**src/rtl/mips_bus_arbiter_if.sv**
```systemverilog
// mips_bus_arbiter_if: groups the per-port request side and the Avalon
// master side of the bus arbiter into one bundle.
// master modport: the arbiter's view. slave modport: requesters plus memory.
interface mips_bus_arbiter_if #(
    parameter int N_PORTS = 2,
    parameter int DATA_W  = 32
);
    localparam int BE_W = DATA_W / 8;

    // Per-port request side
    logic [N_PORTS*32-1:0]     port_address;
    logic [N_PORTS-1:0]        port_read;
    logic [N_PORTS-1:0]        port_write;
    logic [N_PORTS*DATA_W-1:0] port_writedata;
    logic [N_PORTS*BE_W-1:0]   port_byteenable;
    logic [DATA_W-1:0]         port_readdata;
    logic [N_PORTS-1:0]        port_done;
    logic                      busy;

    // Avalon master side
    logic [31:0]               address;
    logic                      write;
    logic                      read;
    logic [DATA_W-1:0]         writedata;
    logic [BE_W-1:0]           byteenable;
    logic                      waitrequest;
    logic [DATA_W-1:0]         readdata;

    modport master (
        input  port_address,
        input  port_read,
        input  port_write,
        input  port_writedata,
        input  port_byteenable,
        output port_readdata,
        output port_done,
        output busy,
        output address,
        output write,
        output read,
        output writedata,
        output byteenable,
        input  waitrequest,
        input  readdata
    );

    modport slave (
        output port_address,
        output port_read,
        output port_write,
        output port_writedata,
        output port_byteenable,
        input  port_readdata,
        input  port_done,
        input  busy,
        input  address,
        input  write,
        input  read,
        input  writedata,
        input  byteenable,
        output waitrequest,
        input  readdata
    );
endinterface

```
**src/rtl/mips_bus_arbiter.sv**
```systemverilog
// mips_bus_arbiter: shares one Avalon master among N_PORTS requesters.
// One transfer at a time: IDLE (arbitrate) -> BUS (hold request until
// waitrequest drops) -> DONE (one-cycle port_done pulse) -> IDLE.
// Optional feature: define MIPS_ARB_ROUND_ROBIN_EN for round-robin
// arbitration; otherwise the lowest-index requester always wins.
module mips_bus_arbiter #(
    parameter int N_PORTS = 2,
    parameter int DATA_W  = 32
) (
    input  logic               clk,
    input  logic               reset,
    mips_bus_arbiter_if.master bus
);
    localparam int BE_W = DATA_W / 8;
    localparam int GW   = (N_PORTS > 1) ? $clog2(N_PORTS) : 1;

    typedef enum logic [1:0] {
        IDLE = 2'd0,
        BUS  = 2'd1,
        DONE = 2'd2
    } state_t;

    state_t              state_reg,      state_next;
    logic [GW-1:0]       grant_reg,      grant_next;
    logic [31:0]         address_reg,    address_next;
    logic [DATA_W-1:0]   writedata_reg,  writedata_next;
    logic [BE_W-1:0]     byteenable_reg, byteenable_next;
    logic                read_reg,       read_next;
    logic                write_reg,      write_next;
    logic [DATA_W-1:0]   readdata_reg,   readdata_next;

    // Flattened request buses split into per-port views
    logic [N_PORTS-1:0]  req_vec;
    logic [31:0]         addr_arr  [N_PORTS];
    logic [DATA_W-1:0]   wdata_arr [N_PORTS];
    logic [BE_W-1:0]     be_arr    [N_PORTS];
    logic [GW-1:0]       winner;

    genvar gi;
    generate
        for (gi = 0; gi < N_PORTS; gi++) begin : g_port
            assign req_vec[gi]   = bus.port_read[gi] | bus.port_write[gi];
            assign addr_arr[gi]  = bus.port_address[32*gi +: 32];
            assign wdata_arr[gi] = bus.port_writedata[DATA_W*gi +: DATA_W];
            assign be_arr[gi]    = bus.port_byteenable[BE_W*gi +: BE_W];
            // Completion pulse is a pure decode of registered state, so it
            // clears the moment reset asserts.
            assign bus.port_done[gi] = (state_reg == DONE) && (grant_reg == GW'(gi));
        end
    endgenerate

`ifdef MIPS_ARB_ROUND_ROBIN_EN
    logic [GW-1:0] last_grant_reg;
    logic          rr_found;

    // Winner is the first requester searching upward from the slot after
    // the previous winner, wrapping around.
    always_comb begin
        winner   = last_grant_reg;
        rr_found = 1'b0;
        for (int k = 1; k <= N_PORTS; k++) begin
            if (!rr_found && req_vec[(int'(last_grant_reg) + k) % N_PORTS]) begin
                winner   = GW'((int'(last_grant_reg) + k) % N_PORTS);
                rr_found = 1'b1;
            end
        end
    end

    // Pointer advances only when a granted transfer actually completes;
    // an aborted transfer leaves fairness untouched.
    always_ff @(posedge clk or posedge reset) begin
        if (reset) begin
            last_grant_reg <= GW'(N_PORTS - 1);
        end else if (state_reg == DONE) begin
            last_grant_reg <= grant_reg;
        end
    end
`else
    // Fixed priority: lowest-index requester wins.
    always_comb begin
        winner = '0;
        for (int k = N_PORTS - 1; k >= 0; k--) begin
            if (req_vec[k]) begin
                winner = GW'(k);
            end
        end
    end
`endif

    // Next-state and registered-output logic for the transfer sequencer.
    always_comb begin
        state_next      = state_reg;
        grant_next      = grant_reg;
        address_next    = address_reg;
        writedata_next  = writedata_reg;
        byteenable_next = byteenable_reg;
        read_next       = read_reg;
        write_next      = write_reg;
        readdata_next   = readdata_reg;

        unique case (state_reg)
            IDLE: begin
                if (|req_vec) begin
                    grant_next      = winner;
                    address_next    = addr_arr[winner];
                    writedata_next  = wdata_arr[winner];
                    byteenable_next = be_arr[winner];
                    // A port asserting both strobes is treated as a write.
                    write_next      = bus.port_write[winner];
                    read_next       = bus.port_read[winner] & ~bus.port_write[winner];
                    state_next      = BUS;
                end
            end
            BUS: begin
                if (!bus.waitrequest) begin
                    if (read_reg) begin
                        readdata_next = bus.readdata;
                    end
                    read_next  = 1'b0;
                    write_next = 1'b0;
                    state_next = DONE;
                end
            end
            DONE: begin
                state_next = IDLE;
            end
            default: begin
                state_next = IDLE;
            end
        endcase
    end

    // State and datapath registers; reset aborts any transfer in flight.
    always_ff @(posedge clk or posedge reset) begin
        if (reset) begin
            state_reg      <= IDLE;
            grant_reg      <= '0;
            address_reg    <= '0;
            writedata_reg  <= '0;
            byteenable_reg <= '0;
            read_reg       <= 1'b0;
            write_reg      <= 1'b0;
            readdata_reg   <= '0;
        end else begin
            state_reg      <= state_next;
            grant_reg      <= grant_next;
            address_reg    <= address_next;
            writedata_reg  <= writedata_next;
            byteenable_reg <= byteenable_next;
            read_reg       <= read_next;
            write_reg      <= write_next;
            readdata_reg   <= readdata_next;
        end
    end

    assign bus.address       = address_reg;
    assign bus.writedata     = writedata_reg;
    assign bus.byteenable    = byteenable_reg;
    assign bus.read          = read_reg;
    assign bus.write         = write_reg;
    assign bus.port_readdata = readdata_reg;
    assign bus.busy          = (state_reg != IDLE);

endmodule

```
**src/flat_wrapper.sv**
```systemverilog
// flat-port wrapper written by rule: the top's interface ports become plain ports
module mips_bus_arbiter_flat 
#(
    parameter int N_PORTS = 2,
    parameter int DATA_W  = 32
)
  (clk, reset, bus_port_address, bus_port_read, bus_port_write, bus_port_writedata, bus_port_byteenable, bus_port_readdata, bus_port_done, bus_busy, bus_address, bus_write, bus_read, bus_writedata, bus_byteenable, bus_waitrequest, bus_readdata);
  mips_bus_arbiter_if #(.N_PORTS(N_PORTS), .DATA_W(DATA_W)) bus_i ();
  input  logic clk;
  input  logic reset;
  input wire logic [$bits(bus_i.port_address)-1:0] bus_port_address;
  input wire logic [$bits(bus_i.port_read)-1:0] bus_port_read;
  input wire logic [$bits(bus_i.port_write)-1:0] bus_port_write;
  input wire logic [$bits(bus_i.port_writedata)-1:0] bus_port_writedata;
  input wire logic [$bits(bus_i.port_byteenable)-1:0] bus_port_byteenable;
  output wire logic [$bits(bus_i.port_readdata)-1:0] bus_port_readdata;
  output wire logic [$bits(bus_i.port_done)-1:0] bus_port_done;
  output wire logic [$bits(bus_i.busy)-1:0] bus_busy;
  output wire logic [$bits(bus_i.address)-1:0] bus_address;
  output wire logic [$bits(bus_i.write)-1:0] bus_write;
  output wire logic [$bits(bus_i.read)-1:0] bus_read;
  output wire logic [$bits(bus_i.writedata)-1:0] bus_writedata;
  output wire logic [$bits(bus_i.byteenable)-1:0] bus_byteenable;
  input wire logic [$bits(bus_i.waitrequest)-1:0] bus_waitrequest;
  input wire logic [$bits(bus_i.readdata)-1:0] bus_readdata;
  assign bus_i.port_address = bus_port_address;
  assign bus_i.port_read = bus_port_read;
  assign bus_i.port_write = bus_port_write;
  assign bus_i.port_writedata = bus_port_writedata;
  assign bus_i.port_byteenable = bus_port_byteenable;
  assign bus_port_readdata = bus_i.port_readdata;
  assign bus_port_done = bus_i.port_done;
  assign bus_busy = bus_i.busy;
  assign bus_address = bus_i.address;
  assign bus_write = bus_i.write;
  assign bus_read = bus_i.read;
  assign bus_writedata = bus_i.writedata;
  assign bus_byteenable = bus_i.byteenable;
  assign bus_i.waitrequest = bus_waitrequest;
  assign bus_i.readdata = bus_readdata;
  mips_bus_arbiter #(.N_PORTS(N_PORTS), .DATA_W(DATA_W)) u_core (.clk(clk), .reset(reset), .bus(bus_i));
endmodule
```
**config.mk**
```make
export PLATFORM = sky130hd
export DESIGN_NAME = mips_bus_arbiter_flat
export DESIGN_NICKNAME = d
export VERILOG_FILES = /design/src/rtl/mips_bus_arbiter_if.sv /design/src/rtl/mips_bus_arbiter.sv /design/src/flat_wrapper.sv
export SDC_FILE = /design/constraint.sdc
export NUM_CORES = 1
export LEC_CHECK = 0
export ABC_CLOCK_PERIOD_IN_PS = 4000
export CAP_MARGIN = 30
export CORE_MARGIN = 2
export CORE_UTILIZATION = 37
export DETAILED_ROUTE_END_ITERATION = 7
export PLACE_DENSITY = 0.81
export RECOVER_POWER = 100
export SYNTH_ARGS = -nofsm -noshare
export SYNTH_HDL_FRONTEND = slang
export SYNTH_SLANG_ARGS = --single-unit
export TNS_END_PERCENT = 5
```
**constraint.sdc**
```tcl
create_clock -name clk -period 4 [get_ports clk]
set_clock_uncertainty 0.15 [all_clocks]
set_input_delay 0.8 -clock clk [delete_from_list [all_inputs] [get_ports clk]]
set_output_delay 0.8 -clock clk [all_outputs]
set_load 0.01 [all_outputs]
```
---- Word level (Yosys, flattened, before mapping) ----
Cells that the tools add are included.
word-level totals
  register bits ........................... 105
  output and inout port bits .............. 105
  logic and storage cells ................. 54
operators by class
  $lt $le $gt $ge ......................... 2
  eq/ne operators ......................... 4
  multiplexer cells ....................... 23
  bitwise operators ....................... 7
  reductions and logical operators ........ 10
operator list
  cell                                                                     number
  32-bit 2-to-1 mux                                                        6
  4-bit 2-to-1 mux                                                         3
  1-bit 2-to-1 mux                                                         9
  3-bit AND reduction                                                      2
  2-bit 2-to-1 mux                                                         2
  1-bit case mux with 2 select lines                                       2
  2-bit case mux with 2 select lines                                       1
  2-bit AND reduction                                                      2
  2-bit nonzero test                                                       2
  1-bit NOT                                                                3
  2-bit by 1-bit == test with 1-bit output, second input constant          1
  2-bit == test, second input constant                                     1
  2-bit >= comparator, second input constant                               1
  1-bit logical AND                                                        2
  2-bit logical NOT                                                        1
  1-bit by 2-bit < comparator with 1-bit output, second input constant     1
  2-bit by 1-bit inequality test with 1-bit output, second input constant  1
  2-bit inequality test, second input constant                             1
  1-bit NOT with 2-bit output                                              1
  1-bit bitwise OR                                                         2
  2-bit OR reduction                                                       1
  1-bit bitwise AND                                                        1

---- Logic depth before layout (Yosys ltp) ----
  depth in word-level cells ............... 9
  depth in mapped cells ................... 6
  depth with buffers taken out ............ 4

---- Worst setup path before layout ----
No wires, ideal clock.
  path type ............................... input -> register
  start point ............................. input bus_waitrequest
  end point ............................... register u_core.readdata_reg[14], in the netlist u_core.bus.port_readdata[14]
  setup time .............................. 0.125 ns
  data arrival time ....................... 1.973 ns
  required time ........................... 3.725 ns
  slack ................................... 1.752 ns
  stages on the path ...................... 6
  path buffers ............................ 2
  cell sequence ........................... or3b_1 inv_1 and2_1 buf_2 buf_4 mux2_2
on the way
  cells in the longest elaborated chain, start to end .. 2
ends and longest elaborated chain
  item                           line                     text
  from (decl)                    flat_wrapper.sv:24       input wire logic [$bits(bus_i.waitrequest)-1:0] bus_waitrequest;
  1-bit NOT (no line)            -
  3-bit AND reduction (no line)  -
  to (signal assigned)           mips_bus_arbiter.sv:152  readdata_reg <= readdata_next;
  to (decl)                      mips_bus_arbiter.sv:30   logic [DATA_W-1:0] readdata_reg, readdata_next;
Every way passes these cells.
A chain may end at the register's enable or synchronous reset.

---- Worst setup path in the final report ----
  start point ............................. input bus_port_write[1]
  end point ............................... register u_core.writedata_reg[15], in the netlist u_core.bus.writedata[15]
on the way
  cells in the longest elaborated chain, start to end .. 7
ends and longest elaborated chain
  item                                                   line                     text
  from (decl)                                            flat_wrapper.sv:13       input wire logic [$bits(bus_i.port_write)-1:0] bus_port_write;
  1-bit bitwise OR *                                     mips_bus_arbiter.sv:42   assign req_vec[gi] = bus.port_read[gi] | bus.port_write[gi];
  1-bit 2-to-1 mux (2 in series)                         mips_bus_arbiter.sv:83   if (req_vec[k]) begin
  1-bit NOT with 2-bit output (implied by the code)      mips_bus_arbiter.sv:106  writedata_next = wdata_arr[winner];
  32-bit 2-to-1 mux (implied by the code) (3 in series)  mips_bus_arbiter.sv:106
  to (signal assigned)                                   mips_bus_arbiter.sv:148  writedata_reg <= writedata_next;
  to (decl)                                              mips_bus_arbiter.sv:26   logic [DATA_W-1:0] writedata_reg, writedata_next;
Mark *: on every way between the ends. The rest lies on a longest branch, timed or not. The select of a mux whose other input is x is not followed.

==> flow_summary.json <==
{
  "leakage_nw": 2.94,
  "num_io_pins": 280,
  "maxSlewViolCount": 90,
  "synth_nets": 505,
  "worstHoldPathType": "reg -> reg",
  "violations": "max-capacitance violations, max-slew violations",
  "netlist.top_cell.by_area": "dfrtp_1",
  "setup_viol_count_final": 0,
  "fin_nets": 768,
  "final_common_cell": "clkdlybuf4s50_1",
  "initial_core_util_pct": 37.7,
  "drt-initial-drc-count": 193,
  "h-tree-depth": 3,
  "cpPeakStageDelay_ns": 1.10,
  "numCtsBuffers": 9,
  "final_area_mm2": 0.00767,
  "postCtsResizedCells": 0,
  "ctsHoldBuffers": 0,
  "fillers": 926,
  "crit_path_end_kind": "flip-flop",
  "ys_top_cells_by_area": "dfrtp_1, o221a_2, or3_1",
  "place_congestion": 0.791,
  "clock_latency_ns": 0.33,
  "grt_overflow": 0,
  "finalSetupTns_ns": 0,
  "grt_pass1_vias": 4023,
  "clockRootBuffer": "clkbuf_16",
  "path_cells": "dlygate4sd3_1 -> nor2_4 -> clkbuf_1 -> or3_1 -> o221a_2",
  "num_vias": 3909,
  "cts_setup_buffers": 0,
  "instances_no_fill": 745,
  "wl_met3_um": 1180,
  "worstSetupPathType": "in -> reg",
  "path_clk_slew_ns": 0.07,
  "slowest_stage": "clkbuf_1",
  "cts_buffer_depth": 2,
  "wire_per_inst_um": 18.4,
  "place_area_mm2": 0.00738,
  "die_area_mm2": 0.0130,
  "required_ns": 4.13,
  "cp_max_fo": 41,
  "die_w_um": 114,
  "worst_slew_pin_slew_ns": 2.32,
  "routed_wirelength_um": 13700,
  "cts.sinks": 105,
  "ant_nets": 0,
  "status": "complete, but fails checks",
  "min_period_ns": 3.36,
  "antenna_found_initial": 0,
  "wl_met1_um": 5620,
  "coreArea_mm2": 0.0119,
  "syn-instance-count": 330,
  "syn2layout_area_growth_pct": 70.9,
  "grt_pass1_wl_um": 21300,
  "port_buffers": 279,
  "drc_errors": 0,
  "arrival_ns": 3.49,
  "crit_path_start_kind": "input pin",
  "die_h_um": 114,
  "rsz0062_at_grt": "no",
  "yosys_warnings": 0,
  "powerDensity_mw_per_mm2": 673,
  "cts_tree": "done",
  "relSlewSlack_pct": -55.4,
  "power_w": 0.00516,
  "layout_common_cells": "clkdlybuf4s50_1, dlygate4sd3_1, dfrtp_1",
  "postSynthAreaPerCell_um2": 13.6,
  "diodes": 0,
  "routed.top_layer": "met4",
  "ys_seq_area_share_pct": 58.6,
  "finalHoldViolations": 0,
  "grt_max_degree": 70,
  "drive_above_1_share_pct": 20.7,
  "finalCritPeriodShare_pct": 83.9,
  "synth_top_area_share_pct": 58.6,
  "yosys_register_bits": 105,
  "place_hpwl_um": 10000,
  "vias_per_cell": 5.25,
  "dpl.cell_count": 729,
  "mappedNetlistArea_mm2": 0.00449,
  "fin_util_pct": 64.4,
  "wl_met2_um": 6610,
  "first_pass_iters": 6,
  "grtUsageTotal_pct": 20.9,
  "ys_types": 24,
  "core.rowCount": 40,
  "timing.fmax_ghz": 0.298,
  "cap_viol_max_count": 2,
  "ir_worst_vdd_v": 0.000306
}
-- metal layers --
layer,vias to the layer above,track usage [%]
met5,-,0
met4,0,6.59
met3,20,6.19
met2,208,34.5
met1,1862,26.7
li1,1819,-
-- worst max-delay path: cells and delay by family --
| kind | cells | cell delay (ns) |
|---|---|---|
| and+or+nand+nor | 2 | 0.77 |
| buffers and inverters | 2 | 1.70 |
| AOI/OAI and AO/OA | 1 | 0.18 |
-- cell families after synthesis --
kind of cell           share of synthesized area [%]
AO/OA/AOI/OAI                                   17.8
buffers and inverters                           4.13
flip-flops                                      58.6
multiplexers                                    8.48
AND/OR/NAND/NOR                                 11.0
-- Yosys cell counts --
| master | count |
|---|---|
| and2_1 | 1 |
| a31o_2 | 1 |
| dfrtp_1 | 105 |
| or2_1 | 2 |
| mux2_1 | 1 |
| or4_4 | 1 |
| inv_1 | 5 |
| buf_2 | 13 |
| o221a_2 | 68 |
| a21o_1 | 1 |
| buf_1 | 1 |
| nor3_1 | 2 |
| a21oi_1 | 2 |
| clkbuf_1 | 14 |
| or3b_1 | 1 |
| or3_1 | 68 |
| nor2_1 | 2 |
| o22ai_1 | 1 |
| nand2_1 | 2 |
| nand2b_1 | 1 |
| buf_6 | 2 |
| mux2i_1 | 2 |
| mux2_2 | 31 |
| buf_4 | 3 |
-- power breakdown --
group	internal (W)	total, W	switching [W]
registers	0.00159	0.00188	0.000289
clock network	0.000491	0.000892	0.000401
logic	0.00140	0.00239	0.000989
-- worst paths after layout --
kind	slack (ns)	start	cells after the start	end
min in group asynchronous	1.39	reset	2	u_core.bus.port_readdata[17]
hold reg to reg	0.35	u_core.bus.port_readdata[31]	1	u_core.bus.port_readdata[31]
setup reg to reg	1.25	u_core.state_reg[0]	4	u_core.bus.address[28]
setup / recovery	0.64	bus_port_write[1]	5	u_core.bus.writedata[15]
hold / removal	0.35	u_core.bus.port_readdata[31]	1	u_core.bus.port_readdata[31]
max in group asynchronous	1.25	reset	3	u_core.bus.read
-- per-stage QoR --
step                hold slack (ns)  setup WS, ns
finish                        0.351         0.642
global route                  0.373         0.503
detailed placement            0.345         0.835
CTS                           0.361          1.20
global placement              0.319         0.908
floorplan                     0.348         0.289
-- final cells by class --
class                      count  area [µm²]  share of cell area (%)
tap                          147         184                    2.40
inverter                       5        20.0                   0.261
timing repair buffer         285        2840                    37.0
sequential                   105        2630                    34.3
multi-input combinational    187        1690                    22.1
clock buffer                   9         225                    2.94
clock inverter                 7        77.6                    1.01
Note: power is estimated with default switching activity, not from simulation.
